`src/rtl/ifu_fetch_queue.sv`:
```
// Instruction fetch unit: up to MAX_OUTSTANDING sequential requests in flight, DEPTH-entry {pc, inst} queue.
// Define IFU_PERF_CNT_EN to add saturating fetch/drop/stall performance counters.
module ifu_fetch_queue #(
    parameter int unsigned       ADDR_W          = 32,
    parameter int unsigned       INST_W          = 32,
    parameter int unsigned       DEPTH           = 4,
    parameter int unsigned       MAX_OUTSTANDING = 2,
    parameter logic [ADDR_W-1:0] RESET_PC        = 32'h8000_0000
) (
    input  logic              clk,
    input  logic              rst,
    input  logic              FORWARD_stallIF,
    input  logic              BRANCH_PCSrc,
    input  logic [ADDR_W-1:0] BRANCH_branch_target,
    output logic [INST_W-1:0] IFU_o_inst,
    output logic [ADDR_W-1:0] IFU_o_pc,
    output logic              IFU_o_valid,
    output logic [ADDR_W-1:0] ARBITER_IFU_pc,
    output logic              ARBITER_IFU_pc_valid,
    input  logic              ARBITER_IFU_pc_ready,
    input  logic [INST_W-1:0] ARBITER_IFU_inst,
    input  logic              ARBITER_IFU_inst_valid,
    output logic              ARBITER_IFU_inst_ready
`ifdef IFU_PERF_CNT_EN
    ,
    output logic [31:0]       IFU_perf_fetch,
    output logic [31:0]       IFU_perf_drop,
    output logic [31:0]       IFU_perf_stall
`endif
);

    localparam int unsigned PW = $clog2(DEPTH);
    localparam int unsigned CW = PW + 1;
    localparam int unsigned OW = $clog2(MAX_OUTSTANDING + 1);
    localparam int unsigned FW = (MAX_OUTSTANDING > 1) ? $clog2(MAX_OUTSTANDING) : 1;

    // fetch_pc is the address the next newly presented request will carry
    logic [ADDR_W-1:0] fetch_pc, req_pc;
    logic              req_valid, inst_ready_q, pending_drop;
    logic [OW-1:0]     outstanding, drop_cnt;
    logic [ADDR_W-1:0] fl_pc [MAX_OUTSTANDING];
    logic [FW-1:0]     fl_wr, fl_rd;
    logic [ADDR_W-1:0] q_pc [DEPTH];
    logic [INST_W-1:0] q_inst [DEPTH];
    logic [PW-1:0]     q_head, q_tail;
    logic [CW-1:0]     count;

    logic              redirect, req_hs, resp_hs, enq, deq, issue_ok, load_req;
    logic              req_valid_nx, pending_drop_nx;
    logic [OW-1:0]     outstanding_nx, drop_cnt_nx;
    logic [CW-1:0]     count_nx;
    logic [ADDR_W-1:0] fetch_base, fetch_pc_nx, req_pc_nx;
    logic [31:0]       credit_sum;

    function automatic logic [FW-1:0] fl_next(input logic [FW-1:0] p);
        return (32'(p) == MAX_OUTSTANDING - 1) ? '0 : p + FW'(1);
    endfunction

    always_comb begin
        redirect       = BRANCH_PCSrc;
        req_hs         = req_valid & ARBITER_IFU_pc_ready;
        resp_hs        = ARBITER_IFU_inst_valid & inst_ready_q;
        enq            = resp_hs & (drop_cnt == '0) & ~redirect;
        deq            = (count != '0) & ~FORWARD_stallIF & ~redirect;
        outstanding_nx = outstanding + OW'(req_hs) - OW'(resp_hs);
        count_nx       = redirect ? '0 : count + CW'(enq) - CW'(deq);
        credit_sum     = 32'(outstanding_nx) + 32'(count_nx);
        issue_ok       = (credit_sum < DEPTH) && (32'(outstanding_nx) < MAX_OUTSTANDING);
        load_req       = ~req_valid | req_hs;
        fetch_base     = redirect ? BRANCH_branch_target : fetch_pc;
        req_valid_nx   = req_valid;
        req_pc_nx      = req_pc;
        fetch_pc_nx    = fetch_base;
        // a presented request is never withdrawn; a new one is only loaded once the slot is free
        if (load_req) begin
            req_valid_nx = issue_ok;
            if (issue_ok) begin
                req_pc_nx   = fetch_base;
                fetch_pc_nx = fetch_base + ADDR_W'(4);
            end
        end
        if (redirect) begin
            drop_cnt_nx     = outstanding_nx;
            pending_drop_nx = req_valid & ~req_hs;
        end else begin
            drop_cnt_nx     = drop_cnt - OW'(resp_hs & (drop_cnt != '0)) + OW'(req_hs & pending_drop);
            pending_drop_nx = pending_drop & ~req_hs;
        end
    end

    always_ff @(posedge clk or negedge rst) begin
        if (!rst) begin
            fetch_pc     <= RESET_PC;
            req_pc       <= '0;
            req_valid    <= 1'b0;
            inst_ready_q <= 1'b0;
            pending_drop <= 1'b0;
            outstanding  <= '0;
            drop_cnt     <= '0;
            fl_wr        <= '0;
            fl_rd        <= '0;
            q_head       <= '0;
            q_tail       <= '0;
            count        <= '0;
        end else begin
            fetch_pc     <= fetch_pc_nx;
            req_pc       <= req_pc_nx;
            req_valid    <= req_valid_nx;
            inst_ready_q <= 1'b1;
            pending_drop <= pending_drop_nx;
            outstanding  <= outstanding_nx;
            drop_cnt     <= drop_cnt_nx;
            count        <= count_nx;
            if (req_hs)  fl_wr <= fl_next(fl_wr);
            if (resp_hs) fl_rd <= fl_next(fl_rd);
            if (redirect) begin
                q_head <= '0;
                q_tail <= '0;
            end else begin
                if (enq) q_tail <= q_tail + PW'(1);
                if (deq) q_head <= q_head + PW'(1);
            end
        end
    end

    always_ff @(posedge clk) begin
        if (req_hs) fl_pc[fl_wr] <= req_pc;
        if (enq) begin
            q_pc[q_tail]   <= fl_pc[fl_rd];
            q_inst[q_tail] <= ARBITER_IFU_inst;
        end
    end

    assign IFU_o_valid            = (count != '0);
    assign IFU_o_pc               = IFU_o_valid ? q_pc[q_head] : '0;
    assign IFU_o_inst             = IFU_o_valid ? q_inst[q_head] : '0;
    assign ARBITER_IFU_pc         = req_pc;
    assign ARBITER_IFU_pc_valid   = req_valid;
    assign ARBITER_IFU_inst_ready = inst_ready_q;

    a_no_overflow: assert property (@(posedge clk) disable iff (!rst)
        !(enq && !deq && count == CW'(DEPTH)));
    a_no_stray_resp: assert property (@(posedge clk) disable iff (!rst)
        !(resp_hs && outstanding == '0));

`ifdef IFU_PERF_CNT_EN
    always_ff @(posedge clk or negedge rst) begin
        if (!rst) begin
            IFU_perf_fetch <= '0;
            IFU_perf_drop  <= '0;
            IFU_perf_stall <= '0;
        end else begin
            if (req_hs && IFU_perf_fetch != '1)           IFU_perf_fetch <= IFU_perf_fetch + 32'd1;
            if (resp_hs && !enq && IFU_perf_drop != '1)   IFU_perf_drop  <= IFU_perf_drop + 32'd1;
            if (IFU_o_valid && FORWARD_stallIF && IFU_perf_stall != '1)
                IFU_perf_stall <= IFU_perf_stall + 32'd1;
        end
    end
`endif

endmodule

```
`config.mk`:
```
export PLATFORM = sky130hd
export DESIGN_NAME = ifu_fetch_queue
export DESIGN_NICKNAME = d
export VERILOG_FILES = /design/src/rtl/ifu_fetch_queue.sv
export SDC_FILE = /design/constraint.sdc
export NUM_CORES = 1
export LEC_CHECK = 0
export CAP_MARGIN = 20
export CORE_UTILIZATION = 31
export CTS_BUF_LIST = sky130_fd_sc_hd__clkbuf_4 sky130_fd_sc_hd__clkbuf_8
export DETAILED_ROUTE_END_ITERATION = 6
export GPL_TIMING_DRIVEN = 0
export PLACE_DENSITY = 0.5
export RECOVER_POWER = 100
export SLEW_MARGIN = 20
export SYNTH_ARGS = -nofsm -noshare
export SYNTH_HDL_FRONTEND = slang
export SYNTH_SLANG_ARGS = --single-unit
```
`constraint.sdc`:
```
create_clock -name clk -period 7.7 [get_ports clk]
set_input_delay 1.54 -clock clk [delete_from_list [all_inputs] [get_ports clk]]
set_output_delay 1.54 -clock clk [all_outputs]
set_load 0.1 [all_outputs]
```
== Word-level counts from Yosys, hierarchy flattened ==
Memories as Yosys holds them, arrays and structs flattened.
Cells that the tools add are included.

* Register bits: 80
* Output and inout bits: 99
* Word-level logic and storage cells: 69
* Input bits: 70
* RAM bits: 320
* Memories: 3

{| class="wikitable"
|+ Memories
! memory !! words !! width !! read ports !! clocked after memory_dff !! write ports !! line !! text
|-
| q_inst || 4 || 32 || 1 || 0 || 1 || 44 || <nowiki>logic [INST_W-1:0] q_inst [DEPTH];</nowiki>
|-
| q_pc || 4 || 32 || 1 || 0 || 1 || 43 || <nowiki>logic [ADDR_W-1:0] q_pc [DEPTH];</nowiki>
|-
| fl_pc || 2 || 32 || 1 || 0 || 1 || 41 || <nowiki>logic [ADDR_W-1:0] fl_pc [MAX_OUTSTANDING];</nowiki>
|}

* Add/sub/neg operators: 12
* Mux-type cells: 18
* Reductions and logical operators: 7
* $lt $le $gt $ge: 2
* Bitwise operators: 15

{| class="wikitable"
|+ Operators with widths
! cell !! number
|-
| $mux 32 || 5
|-
| $add 32x3->32 const B || 1
|-
| $and 1x1->1 || 10
|-
| $mux 2 || 5
|-
| $mux 1 || 7
|-
| $reduce_bool 2->1 || 3
|-
| $add 2x1->2 || 2
|-
| $add 2x1->2 const B || 2
|-
| $add 2x3->4 || 1
|-
| $lt 4x3->1 const B || 1
|-
| $not 1->1 || 4
|-
| $sub 2x1->2 || 2
|-
| $add 3x1->3 || 1
|-
| $mux 3 || 1
|-
| $reduce_bool 3->1 || 1
|-
| $sub 3x1->3 || 1
|-
| $add 1x1->1 const B || 2
|-
| $logic_not 2->1 || 1
|-
| $lt 2x2->1 const B || 1
|-
| $reduce_and 2->1 || 1
|-
| $logic_and 1x1->1 || 1
|-
| $or 1x1->1 || 1
|}

== Longest topological paths before layout ==
Gate-level depths: netlist of the first run.

* Word-level depth: 11
* Gate-level depth with buffers: 20
* Mapped depth without buffers: 15

== Worst setup path after synthesis of the first run ==
Ideal clock, no wire load.

* Kind: input-to-reg
* From: input BRANCH_PCSrc
* To: register fetch_pc[17]
* Stages on the path: 19
* Required time: 7.570 ns
* Setup time: 0.130 ns
* Setup slack: 2.349 ns
* Buffers on the path: 6
* Arrival time: 5.220 ns
* Cell sequence: buf_6 > buf_2 > buf_2 > buf_2 > buf_1 > nor3_1 > ha_1 > inv_1 > ha_1 > fa_1 > nor2b_1 > ha_1 > nand4b_1 > o2111ai_2 > or2_1 > buf_6 > nor3_2 > o211ai_1 > xor2_1

* Cells in the longest elaborated chain, start to end: 10
* Elaborated cells between the ends (all ways): 13
* Classes of those cells: add/sub (4); order compare (1); mux (4); bitwise (3); reduce/logical (1)

{| class="wikitable"
|+ Ends and longest elaborated chain
! element !! line !! text
|-
| start, declared || 13 || <nowiki>input logic BRANCH_PCSrc,</nowiki>
|-
| $not 1->1 || 63, 64 ||
|-
| $and 1x1->1 || 63 || <nowiki>enq = resp_hs & (drop_cnt == '0) & ~redirect;</nowiki>
|-
| $add 3x1->3 || 66 || <nowiki>count_nx = redirect ? '0 : count + CW'(enq) - CW'(deq);</nowiki>
|-
| $sub 3x1->3 || 66 ||
|-
| $mux 3 (*) || 66 ||
|-
| net count_nx[1] || 51 || <nowiki>logic [CW-1:0] count_nx;</nowiki>
|-
| $add 2x3->4 (*) || 67 || <nowiki>credit_sum = 32'(outstanding_nx) + 32'(count_nx);</nowiki>
|-
| $lt 4x3->1 (*) || 68 || <nowiki>issue_ok = (credit_sum < DEPTH) && (32'(outstanding_nx) < MAX_OUTSTANDING);</nowiki>
|-
| $logic_and 1x1->1 (*) || 68 ||
|-
| $mux 32 (*) || 77 || <nowiki>if (issue_ok) begin</nowiki>
|-
| $mux 32 (*) || 75 || <nowiki>if (load_req) begin</nowiki>
|-
| net fetch_pc_nx[17] || 52 || <nowiki>logic [ADDR_W-1:0] fetch_base, fetch_pc_nx, req_pc_nx;</nowiki>
|-
| end signal, assigned || 106 || <nowiki>fetch_pc <= fetch_pc_nx;</nowiki>
|-
| end, declared || 38 || <nowiki>logic [ADDR_W-1:0] fetch_pc, req_pc;</nowiki>
|}

The timed path passes the listed nets; every way through them passes the cells marked *.
A chain may end at the register's enable or synchronous reset.

== Worst setup path in the final report of the first run ==
* From: input BRANCH_PCSrc
* To: register fetch_pc[26]

Same word-level chain as after synthesis.

==> results.yml, run 1 <==
run_status:
  status: "complete, but fails checks"
  violations: "capacitance limit, slew limit"
grt:
  grt_max_degree: 44
  antenna_found_initial: 1
  grt_pass1_vias: 9281
  grt_overflow: 0
  grt_usage_pct: 14.98
  grt_pass1_wl_um: 58510
timing:
  whs_ps: 492.4
  period_share_pct: 91.22
  setup-tns-final_ps: 0
  fin_skew_ps: 27.47
  worst_slack_ps: 675.8
  finalHoldViolations: 0
  rsz0062_at_grt: "no"
  max_slew.worst_pin.slew_ps: 3223
  period_minus_slack_ps: 7024
  report.final.setup_viol: 0
  relSlewSlack_pct: -115.0
  fmax_mhz: 142.4
  maxSlewViolCount: 261
power_and_ir_drop:
  ir_drop_uv: 176.1
  power_density_nw_per_um2: 412.2
  p_leak_nw: 7.081
  total_power_mw: 8.274
clocking:
  numCtsBuffers: 70
  cts_resized: 0
  post_cts_buffers: 0
  postCtsHoldBufs: 0
  clkLatencyLatePin_ps: 630
  cts_num_sinks: 400
  htreeDepth: 3
  clk_pin_slew_ps: 60
  cts_tree: "done"
  clockBufferDepth: 3
  root_buffer: "clkbuf_8"
cells_and_area:
  postLayoutCoreUtil_pct: 39.13
  seqCellArea_sq_um: 11610
  syn_to_final_growth_pct: 24.76
  multi_input_area_sq_um: 4230
  drive_gt1_share_pct: 17.52
  final_area_sq_um: 20080
  nets: 1238
  nFillCells: 4812
  layoutNonFillerInstCount: 1890
  antenna_cells: 0
floorplan:
  core_sq_um: 51300
  std_cell_rows: 83
  initial_utilization_pct: 31.37
  die_x_um: 229.8
  die_area_sq_um: 52820
  ioPinCount: 169
  die_y_um: 229.8
setup_path:
  path_buf_inv: 8
  path_max_fanout: 10
  cpPeakStageDelay_ps: 680
  r2r_slack_ps: 3100
  r2r_start: "ARBITER_IFU_inst_ready"
  cp.required_ps: 8200
  cp_top_family: "buffers and inverters"
  crit_slowest_cell: "dlygate4sd3_1"
  arrival_ps: 7520
  critical_path_class: "in -> reg"
  path_cells: "dlygate4sd3_1, buf_6, clkbuf_1, buf_2, buf_2, clkbuf_1, nor3_1, ha_1, inv_1, ha_1, fa_1, nor2b_1, ha_1, nand4b_1, o2111ai_2, or2_1, buf_6, nor4_2, o211ai_1, xor2_1"
  rr_worst_depth: 16
  endpoint_kind: "register"
  start_kind: "input pin"
  cp_common_cell: "ha_1"
  r2r-end: "fetch_pc[26]"
worst_hold_path:
  worstHoldPathCells: 1
  hold_class: "reg -> reg"
  min-delay-start: "fetch_pc[0]"
  min_to: "fetch_pc[0]"
place:
  dp_hpwl_um: 25610
  dpl_cell_area_sq_um: 18790
  dp_cells: 1763
  gp_congestion: 0.8093
  numPortBuffers: 168
  dp_slack_ps: 334.4
job:
  max_cap_viol_count: 8
drt:
  wl_per_cell_um: 20.64
  first_iter_violations: 465
  final_antenna_net_count: 0
  vias: 8815
  totalWireLength_um: 39010
  dr.pass1.iters: 4
  route.detailed.drc: 0
  via_per_inst: 4.664
synthesis:
  synth_top_cells_by_count: "edfxtp_1 (320), dfrtp_1 (79), and2_1 (70), mux4_2 (64), nand2_1 (60)"
  netlist_top_cells_area: "edfxtp_1 (60%), dfrtp_1 (12%), mux4_2 (9.0%), mux2_2 (2.9%), and2_1 (2.7%)"
  synth_top_area_share_pct: 59.72
  ys_async_sr_fraction_pct: 20.00
  synth-edff-count: 320
  syn_area_per_cell_sq_um: 17.72
  ys_seq_elements: 400
  yosysMostFrequentCell: "edfxtp_1"
  synth_fp_nets: 991
  yosysWarnings: 0
  synth_top_area_cell: "edfxtp_1"
  synth-seq-area-share_pct: 72.16
  ys.flop_type: "edfxtp_1"
  synthCells: 908
  netlist_area_sq_um: 16090
  synth_cell_types: 52
[placed cells by master (no fill, tap or decap), types with 12 or more instances in the layout]
master           instances
clkinv_1                12
o21ai_0                 27
mux2_1                  32
edfxtp_1               320
xnor2_1                 23
nor2_1                  20
and2_1                  66
clkdlybuf4s50_1         34
inv_1                   13
ha_1                    12
clkbuf_1                33
mux4_2                  64
xor2_1                  18
clkbuf_4                23
dlygate4sd3_1          133
dfrtp_1                 79
clkbuf_8                73
mux2i_1                 28
nand2_1                 60
[state kept, by name (all words and copies together), names as in the netlist, 2 cells and up]
register and flops:
q_inst 128, q_pc 128, fl_pc 64, ARBITER_IFU_pc 32
fetch_pc 32, count 3, drop_cnt 2, outstanding 2
q_head 2, q_tail 2
[layout make-up]
class	instances	share of cell area, %
flip-flops and latches	400	57.84
multi-input cells	453	21.07
inverters	13	0.2431
plain buffers	42	0.9349
clock buffers	96	5.865
clock inverters	31	1.078
repair buffers	175	8.725
well taps	680	4.238
[power by group]
part           internal, mW  switching, mW  leakage [nW]  total, mW
clock                  1.07          0.881         0.741       1.95
sequential             2.76          0.186          3.87       2.95
combinational         0.830           2.55          2.47       3.38
total                  4.66           3.62          7.08       8.27
[cell families after synthesis]
kind of cell / Yosys count / synth area share [%]
AOI/OAI and AO/OA: 47 / 1.726
xor gates and xnor gates: 43 / 2.527
adders and majority gates: 13 / 1.057
buffers and inverters: 55 / 1.485
DFF: 400 / 72.16
muxes: 134 / 13.66
other: 1 / 0.02330
and+or+nand+nor: 215 / 7.356
[layer usage]
layer | vias to the layer above | GRT usage, % | routed length (um)
met5 | - | 0 | 9
met4 | 2 | 5.733 | 928
met3 | 74 | 3.261 | 1693
met2 | 203 | 24.72 | 19160
met1 | 4550 | 19.25 | 17220
li1 | 3986 | - | -
[worst max-delay path by stage]
stage          depth (start not counted)  slack (ps)    startpoint            to
2_1_floorplan                         19        2350  BRANCH_PCSrc  fetch_pc[17]
3_5_place_dp                          19         330  BRANCH_PCSrc  fetch_pc[31]
3_3_place_gp                          19         260  BRANCH_PCSrc  fetch_pc[31]
5_1_grt                               19         350  BRANCH_PCSrc  fetch_pc[31]
4_1_cts                               19        1030  BRANCH_PCSrc  fetch_pc[31]
6_report                              20         680  BRANCH_PCSrc  fetch_pc[26]
No activity file was read; power rests on OpenSTA's default activity.
==> run 2, diff against run 1 <==
--- a/config.mk
+++ b/config.mk
@@ -8,6 +8,7 @@
 export CAP_MARGIN = 20
 export CORE_UTILIZATION = 31
 export CTS_BUF_LIST = sky130_fd_sc_hd__clkbuf_4 sky130_fd_sc_hd__clkbuf_8
+export CTS_CLUSTER_SIZE = 40
 export DETAILED_ROUTE_END_ITERATION = 6
 export GPL_TIMING_DRIVEN = 0
 export PLACE_DENSITY = 0.5
==> results of run 2 <==
The final DEF is identical to that of run 1; final timing and power are the same.
==> run 3, diff against run 2 <==
--- a/config.mk
+++ b/config.mk
@@ -13,7 +13,7 @@
 export GPL_TIMING_DRIVEN = 0
 export PLACE_DENSITY = 0.5
 export RECOVER_POWER = 100
-export SLEW_MARGIN = 20
+export SLEW_MARGIN = 25
 export SYNTH_ARGS = -nofsm -noshare
 export SYNTH_HDL_FRONTEND = slang
 export SYNTH_SLANG_ARGS = --single-unit
==> run 3 against run 2 <==
The flow still finishes with violations (capacitance limit, slew limit). Sequential power is essentially flat. Cell area shrank 0.13%. Via count decreased by 0.70%. Non-clock buffer count increased by 1. Clock power hardly changed. Fmax increased by 1.6%. First-iteration DRC count increased by 11%. Setup slack improved by 110 ps. Critical endpoint is now fetch_pc[31]. Largest power group unchanged. Highest routed layer unchanged.
==> results.yml, run 3 (synthesized netlist as in run 1, its figures left out) <==
clocking:
  htreeDepth: 3
  cts_num_sinks: 400
  postCtsHoldBufs: 0
  clkLatencyLatePin_ps: 620
  clockBufferDepth: 3
  numCtsBuffers: 72
  cts_tree: "done"
  root_buffer: "clkbuf_8"
  clk_pin_slew_ps: 60
  post_cts_buffers: 0
  cts_resized: 0
cells_and_area:
  final_common_cell: "edfxtp_1"
  largest_registers: "q_inst (128), q_pc (128), fl_pc (64)"
  nFillCells: 4821
  syn_to_final_growth_pct: 24.59
  layout_common_cells: "edfxtp_1 (320), dlygate4sd3_1 (133), dfrtp_1 (79), clkbuf_8 (76), and2_1 (66)"
  nets: 1241
  antenna_cells: 0
  drive_gt1_share_pct: 16.92
  final_area_sq_um: 20050
drt:
  totalWireLength_um: 38900
  final_antenna_net_count: 0
  vias: 8753
  dr.pass1.iters: 4
  first_iter_violations: 514
  wl_per_cell_um: 20.63
  via_per_inst: 4.641
  route.detailed.drc: 0
timing:
  report.final.setup_viol: 0
  finalHoldViolations: 0
  setup-tns-final_ps: 0
  period_minus_slack_ps: 6914
  max_slew.worst_pin.slew_ps: 3244
  period_share_pct: 89.80
  maxSlewViolCount: 239
  fin_skew_ps: 24.07
  rsz0062_at_grt: "no"
  fmax_mhz: 144.6
  worst_slack_ps: 785.6
  relSlewSlack_pct: -116.4
power_and_ir_drop:
  swShare_pct: 43.58
  p_int_mw: 4.647
  p_clk_share_pct: 23.3
  ir_drop_uv: 214.5
  power_density_nw_per_um2: 410.8
  p_leak_nw: 7.065
  p_sw_mw: 3.589
  p_seq_share_pct: 35.8
  total_power_mw: 8.235
  pwr-share-comb_pct: 40.9
setup_path:
  cpPeakStageDelay_ps: 670
  start_kind: "input pin"
  endpoint_kind: "register"
  crit_slowest_cell: "nor3_2"
  path_max_fanout: 10
  arrival_ps: 7460
  path_cells: "dlygate4sd3_1, buf_6, clkbuf_1, buf_2, buf_2, clkbuf_1, nor3_1, ha_1, inv_1, ha_1, fa_1, nor2b_1, ha_1, nand4b_1, o2111ai_1, nor3_2, nand3_1, nor3_1, xnor2_1"
  cp.required_ps: 8240
  cp_common_cell: "ha_1"
  critical_path_class: "in -> reg"
  cp_top_family: "buffers and inverters"
  path_buf_inv: 7
floorplan:
  die_y_um: 229.8
  die_x_um: 229.8
  core_sq_um: 51300
  die_area_sq_um: 52820
  ioPinCount: 169
  std_cell_rows: 83
  initial_utilization_pct: 31.37
grt:
  grt_usage_pct: 14.99
  antenna_found_initial: 1
  grt_overflow: 0
  grt_pass1_wl_um: 58740
  grt_max_degree: 44
  grt_pass1_vias: 9267
run_status:
  violations: "capacitance limit, slew limit"
  status: "complete, but fails checks"
place:
  dp_slack_ps: 366.2
  gp_congestion: 0.8093
  dp_hpwl_um: 25590
  dpl_cell_area_sq_um: 18810
  numPortBuffers: 168
job:
  max_cap_viol_count: 7
worst_hold_path:
  hold_class: "reg -> reg"
## run 3: power by group through the flow
stage          registers (mW)  clock network (mW)  logic (mW)
4_1_cts                  2.96                1.99        3.58
3_3_place_gp             2.99                   0        3.53
3_5_place_dp             3.00                   0        3.57
2_1_floorplan            3.52                   0        2.02
5_1_grt                  2.98                2.08        3.57
6_report                 2.95                1.92        3.37
## run 3: worst paths after layout
path                                        start  cells after the start  slack (ps)            to
max in group asynchronous                     rst                      2        2960      count[0]
min reg2reg                     ARBITER_IFU_pc[2]                      0         490   fl_pc[0][2]
max reg2reg                ARBITER_IFU_inst_ready                     15        3180  fetch_pc[31]
min                             ARBITER_IFU_pc[2]                      0         490   fl_pc[0][2]
max                                  BRANCH_PCSrc                     19         790  fetch_pc[31]
min in group asynchronous                     rst                      1        1550  fetch_pc[26]
## run 3: per-stage QoR
step                      util, %  cells  hold WS [ps]
final                       39.08   1886         489.2
after global routing        39.08   1886         507.3
after CTS                   39.32   1886         494.9
after detailed placement    36.67   1764         485.2
after global placement      36.30   1756         479.1
after floorplan                 -    908         461.5
## run 3: layout make-up
| cell class | instances | area (sq um) | area share, % |
|---|---|---|---|
| Buffer | 42 | 188.9 | 0.9423 |
| Clock buffer | 94 | 1181 | 5.891 |
| Clock inverter | 28 | 178.9 | 0.8924 |
| Inverter | 13 | 48.80 | 0.2434 |
| Multi-Input combinational cell | 453 | 4233 | 21.11 |
| Sequential cell | 400 | 11610 | 57.92 |
| Tap cell | 680 | 850.8 | 4.244 |
| Timing Repair Buffer | 176 | 1755 | 8.756 |
## run 3: layer usage
metal	GRT usage [%]	share of wire, %	vias up
met5	0	0.028	-
met1	19.29	44	4483
met4	5.505	2.1	2
li1	-	-	3981
met3	3.237	4.6	71
met2	24.84	49	216
